`config.mk`:
```
export PLATFORM = sky130hd
export DESIGN_NAME = vending_input_conditioner
export DESIGN_NICKNAME = d
export VERILOG_FILES = /design/src/rtl/vending_input_conditioner.sv
export SDC_FILE = /design/constraint.sdc
export NUM_CORES = 1
export LEC_CHECK = 0
export ABC_AREA = 1
export CAP_MARGIN = 15
export CORE_UTILIZATION = 61
export DETAILED_ROUTE_END_ITERATION = 12
export GPL_TIMING_DRIVEN = 1
export PLACE_DENSITY = 0.79
export SYNTH_ARGS = -nofsm -noshare
export SYNTH_HDL_FRONTEND = slang
export SYNTH_SLANG_ARGS = --single-unit
```
`constraint.sdc`:
```
create_clock -name clk -period 2.4 [get_ports clk]
set_clock_uncertainty 0.05 [all_clocks]
set_input_delay 0.48 -clock clk [delete_from_list [all_inputs] [get_ports clk]]
set_output_delay 0.48 -clock clk [all_outputs]
set_load 0.1 [all_outputs]
```
`src/rtl/vending_input_conditioner.sv`:
```
`default_nettype none
// ============================================================================
// Module      : vending_input_conditioner
// Description : Synchronizes, debounces and edge-detects three front-panel
//               inputs, then arbitrates them into one-hot request pulses.
// Revision    : 1.0 - initial release
// ============================================================================
module vending_input_conditioner #(
    parameter int DB_CNT = 50000,
    parameter int CNT_W  = 16
) (
    input  logic       clk,
    input  logic       rst,
    input  logic       i_coin_btn,
    input  logic       i_coffee_btn,
    input  logic       i_sprite_btn,
    output logic       o_coin,
    output logic       o_coffee,
    output logic       o_sprite,
    output logic [2:0] o_db_level
);

    typedef enum logic [1:0] {
        ST_RELEASED     = 2'b00,
        ST_PRESS_WAIT   = 2'b01,
        ST_PRESSED      = 2'b10,
        ST_RELEASE_WAIT = 2'b11
    } state_t;

    localparam logic [CNT_W-1:0] c_db_last = CNT_W'(DB_CNT - 1);

    logic [2:0] w_btn;
    logic [2:0] w_set;
    logic [2:0] w_grant;
    logic [2:0] w_pend_nxt;
    logic [2:0] r_pend;
    logic [2:0] r_req;

    // Bit order everywhere: [0]=coin, [1]=coffee, [2]=sprite
    assign w_btn = {i_sprite_btn, i_coffee_btn, i_coin_btn};

    for (genvar i = 0; i < 3; i++) begin : g_ch
        logic             r_sync1;
        logic             r_sync2;
        state_t           r_state;
        state_t           w_state_nxt;
        logic [CNT_W-1:0] r_cnt;
        logic [CNT_W-1:0] w_cnt_nxt;
        logic             w_press_done;

        always_ff @(posedge clk or posedge rst) begin
            if (rst) begin
                r_sync1 <= 1'b0;
                r_sync2 <= 1'b0;
                r_state <= ST_RELEASED;
                r_cnt   <= '0;
            end else begin
                r_sync1 <= w_btn[i];
                r_sync2 <= r_sync1;
                r_state <= w_state_nxt;
                r_cnt   <= w_cnt_nxt;
            end
        end

        always_comb begin
            w_state_nxt  = r_state;
            w_cnt_nxt    = r_cnt;
            w_press_done = 1'b0;
            case (r_state)
                ST_RELEASED: begin
                    if (r_sync2) begin
                        w_state_nxt = ST_PRESS_WAIT;
                        w_cnt_nxt   = '0;
                    end
                end
                ST_PRESS_WAIT: begin
                    if (!r_sync2) begin
                        w_state_nxt = ST_RELEASED;
                        w_cnt_nxt   = '0;
                    end else if (r_cnt == c_db_last) begin
                        w_state_nxt  = ST_PRESSED;
                        w_cnt_nxt    = '0;
                        w_press_done = 1'b1;
                    end else begin
                        w_cnt_nxt = r_cnt + 1'b1;
                    end
                end
                ST_PRESSED: begin
                    if (!r_sync2) begin
                        w_state_nxt = ST_RELEASE_WAIT;
                        w_cnt_nxt   = '0;
                    end
                end
                ST_RELEASE_WAIT: begin
                    // A high here is release bounce: back to PRESSED silently
                    if (r_sync2) begin
                        w_state_nxt = ST_PRESSED;
                        w_cnt_nxt   = '0;
                    end else if (r_cnt == c_db_last) begin
                        w_state_nxt = ST_RELEASED;
                        w_cnt_nxt   = '0;
                    end else begin
                        w_cnt_nxt = r_cnt + 1'b1;
                    end
                end
                default: begin
                    w_state_nxt = ST_RELEASED;
                    w_cnt_nxt   = '0;
                end
            endcase
        end

        assign w_set[i]      = w_press_done;
        assign o_db_level[i] = (r_state == ST_PRESSED) || (r_state == ST_RELEASE_WAIT);
    end

    // Fixed priority coin > coffee > sprite; a same-cycle set overrides the clear
    always_comb begin
        w_grant = 3'b000;
        if (r_pend[0]) begin
            w_grant = 3'b001;
        end else if (r_pend[1]) begin
            w_grant = 3'b010;
        end else if (r_pend[2]) begin
            w_grant = 3'b100;
        end
        w_pend_nxt = (r_pend & ~w_grant) | w_set;
    end

    always_ff @(posedge clk or posedge rst) begin
        if (rst) begin
            r_pend <= 3'b000;
            r_req  <= 3'b000;
        end else begin
            r_pend <= w_pend_nxt;
            r_req  <= w_grant;
        end
    end

    assign o_coin   = r_req[0];
    assign o_coffee = r_req[1];
    assign o_sprite = r_req[2];

endmodule
`default_nettype wire

```
# Yosys cells after proc, flatten, opt, wreduce, memory -nomap -nowiden
# Index checks and enable logic that the tools add are counted.
[classes] mux=51 n_reduce_logical=12 eq_ne=24 bitwise=3 add_sub_neg=3
[op_table] cell="16-bit two-way mux" n=15
[op_table] cell="16-bit case mux with 4 select lines" n=3
[op_table] cell="16-bit by 1-bit adder with 16-bit output, second input constant" n=3
[op_table] cell="16-bit equality test, second input constant" n=3
[op_table] cell="2-bit two-way mux" n=18
[op_table] cell="2-bit case mux with 4 select lines" n=3
[op_table] cell="3-bit != test, second input constant" n=6
[op_table] cell="2-bit equality test, second input constant" n=6
[op_table] cell="2-bit != test, second input constant" n=6
[op_table] cell="4-bit AND reduction" n=3
[op_table] cell="1-bit two-way mux" n=9
[op_table] cell="3-bit two-way mux" n=3
[op_table] cell="2-bit by 1-bit equality test with 1-bit output, second input constant" n=3
[op_table] cell="2-bit zero test" n=3
[op_table] cell="2-bit AND reduction" n=3
[op_table] cell="3-bit AND" n=1
[op_table] cell="1-bit logical OR" n=3
[op_table] cell="3-bit NOT" n=1
[op_table] cell="3-bit bitwise OR" n=1
[word_totals] reg_bits=66 out_inout_bits=6 in_bits=5 elab_cells=107

# Depth between registers and ports, before layout
[depth] word_depth=6 depth_mapped=10

# Worst setup path before layout
# No wires, ideal clock.
[synth_path] kind="reg-to-output" startpoint="register (tool-made name)" endpoint="output port o_db_level[2]" n_path_buf=1 path_slack_ns=0.627 arrival_ns=1.243 path_stages_with_launch=2 path_cell_list="dfrtp_1 -> clkbuf_1"
[synth_rtl] item="end, declared" line_no="20" text="output logic [2:0] o_db_level"

==> out/qor.yml <==
run_status:
  status: "complete, no violations"
min_path:
  min_path_type: "flip-flop to flip-flop"
synthesis:
  yosys_most_used_dff: "dfrtp_1"
  async_flop_share_pct: 100
  ys_seq_elements: 66
  synthTopCellsByArea: "dfrtp_1 45%, nand2_1 16%, nand3_1 6.7%, inv_1 5.4%, nor2_1 4.4%"
  synth.cell_area_um2: 3640
  syn_nets: 486
  yosys.area.top_type_share_pct: 45.4
  synth_edf_count: 0
  synth.distinct_cells: 36
  syn_inst: 478
  synth_top_area_cell: "dfrtp_1"
  ys.warnings.count: 0
  avgSynthCellArea_um2: 7.61
  yosysSeqAreaShare_pct: 45.4
grt:
  grt_pass1_vias: 2912
  grt_max_degree: 67
  track_usage_pct: 25.6
  antenna_found_initial: 0
  grt_pass1_wl_um: 12400
  grt-ovfl-total: 0
critical_path:
  path_cells: "buf_4"
  slowest_delay_ps: 430
  worstPathRequired_ps: 1870
  critPathTopFamily: "flip-flops"
  ff2ff_setup_slack_ps: 840
  crit_slowest_cell: "dfrtp_1"
  worstSetupEndpointType: "output port"
  critPathMaxFanout: 4
  critical_path_arrival_ps: 1100
  worstSetupPathType: "flip-flop to output port"
  path_buf_inv: 1
  cp-start-kind: "flip-flop"
power:
  leakage_nw: 1.88
  ir_drop_mv: 0.665
  power.density_nw_per_um2: 839
routing:
  firstDrtPassIters: 4
  post_drt_wl_per_cell_um: 12.5
  drc: 0
  wl_um: 7120
  vias: 3070
  postRouteAntennaNets: 0
  viasPerCell: 5.40
  dr.first_iter.drc_count: 184
clocking:
  cts_root_buf: "clkbuf_8"
  cts-resized-gates: 0
  htreeDepth: 3
  cts_sinks: 66
  clk_latency_ps: 350
  cts_tree: "built"
  cts_hold_buf: 0
  clockBufferDepth: 2
  post-cts-setup-buffers: 0
  path_clk_slew_ps: 80
  numCtsBuffers: 9
sta:
  hold_ws_ps: 304
  tns_ps: 0
  fin_crit_sh_pct: 68.0
  drv_slew: 0
  worst_pin_slew_ps: 464
  final-setup-viol-count: 0
  min_period_ps: 1630
  fin_ws_ps: 769
  rsz0062_at_grt: "false"
  fmax_ghz: 0.613
  slew_headroom_pct: 69.0
  hold_viol: 0
finish:
  num-fill-cells: 433
  final_common_cell: "nand2_1"
  drive_gt1_share_pct: 12.3
  area_growth_pct: 10.7
  final_cell_mix: "151 x nand2_1, 66 x dfrtp_1, 51 x inv_1, 49 x nand3_1, 43 x nor2_1"
  final_cell_count_no_fill: 569
  multiInputGateArea_um2: 1710
  final_area_um2: 4030
  seqCellArea_um2: 1650
  fin_nets: 500
  antenna-diode-count: 0
die:
  floorplan.initialDensity_pct: 64.5
  io_pins: 11
  die_h_um: 79.2
  dieWidth_um: 79.2
  die_area_um2: 6280
  row_count: 27
  fp.coreArea_um2: 5640
placement:
  place_ws_ps: 844
  dp.cells: 553
  hpwl_um: 4900
  portBuffers: 10
  routabilityCongestion: 0.861
  place_area_um2: 3780
flow_run:
  drv_cap: 0
through the flow:
stage          util, %  power [W]
6_report          71.4    0.00338
5_1_grt           71.4    0.00355
4_1_cts           71.4    0.00340
3_5_place_dp      67.0    0.00223
3_3_place_gp      67.0    0.00220
2_1_floorplan        -    0.00208
synthesized netlist by cell type (2+ instances only):
master	count
nor2_4	2
o22ai_1	7
nand3_1	49
nor3_1	2
buf_2	3
a21oi_1	8
dfrtp_1	66
nor2_2	8
o21ai_1	3
clkbuf_1	3
o21ai_2	2
inv_2	5
nand3_2	4
nand2_2	7
inv_1	52
nand2_4	3
ha_1	3
o21bai_1	4
nand4_1	5
nand3b_1	2
xnor2_1	2
xor2_1	11
nand2_1	151
nor2_1	43
o21ai_0	22
layer usage:
metal / vias up / wire length [um] / share of wire [%] / track usage [%]
met1: 1457 / 3350 / 47 / 31.5
met4: 0 / 124 / 1.7 / 9.82
li1: 1549 / - / - / -
met3: 15 / 266 / 3.7 / 7.36
met2: 49 / 3380 / 47 / 42.2
met5: - / 0 / 0 / 0
cell type report:
class / instances / share of cell area (%)
repair buffers: 11 / 2.61
clock buffers: 9 / 3.08
well taps: 72 / 2.24
inverters: 59 / 5.56
clock inverters: 7 / 3.08
flip-flops and latches: 66 / 41.0
multi-input cells: 345 / 42.4
state kept, by name, indices dropped and copies added (netlist names), named ones only:
signal        count
r_req             3
g_ch.r_cnt       48
g_ch.r_sync1      3
g_ch.r_state      3
g_ch.r_sync2      3
r_pend            3
report_power, final:
part	total [W]	switching (W)	internal, W
logic	0.000876	0.000654	0.000222
clock network	0.00117	0.000466	0.000701
registers	0.00134	0.000123	0.00121
path summary, 6_finish.rpt:
check                                                  start                            to  cells past startpoint
worst max register to register  g_ch[2].r_cnt[0]$_DFFE_PP0P_                     flip-flop                      8
max in group asynchronous                                rst     g_ch[0].r_sync1$_DFF_PP0_                      3
min in group asynchronous                                rst  g_ch[2].r_cnt[6]$_DFFE_PP0P_                      3
worst max-delay path                               flip-flop                 o_db_level[2]                      1
worst min register to register     g_ch[2].r_sync1$_DFF_PP0_     g_ch[2].r_sync2$_DFF_PP0_                      0
worst min-delay path               g_ch[2].r_sync1$_DFF_PP0_     g_ch[2].r_sync2$_DFF_PP0_                      0
logic make-up (layout without fill, tap and decap cells):
kind of cell / count (synthesis) / count (layout) / share of synthesized area (%)
xor gates and xnor gates: 13 / 13 / 3.13
buffers and inverters: 67 / 86 / 7.60
and+or+nand+nor: 277 / 277 / 33.7
DFF: 66 / 66 / 45.4
adders and majority gates: 3 / 3 / 1.03
AOI/OAI and AO/OA: 52 / 52 / 9.12
(Power assumes the default switching activity.)
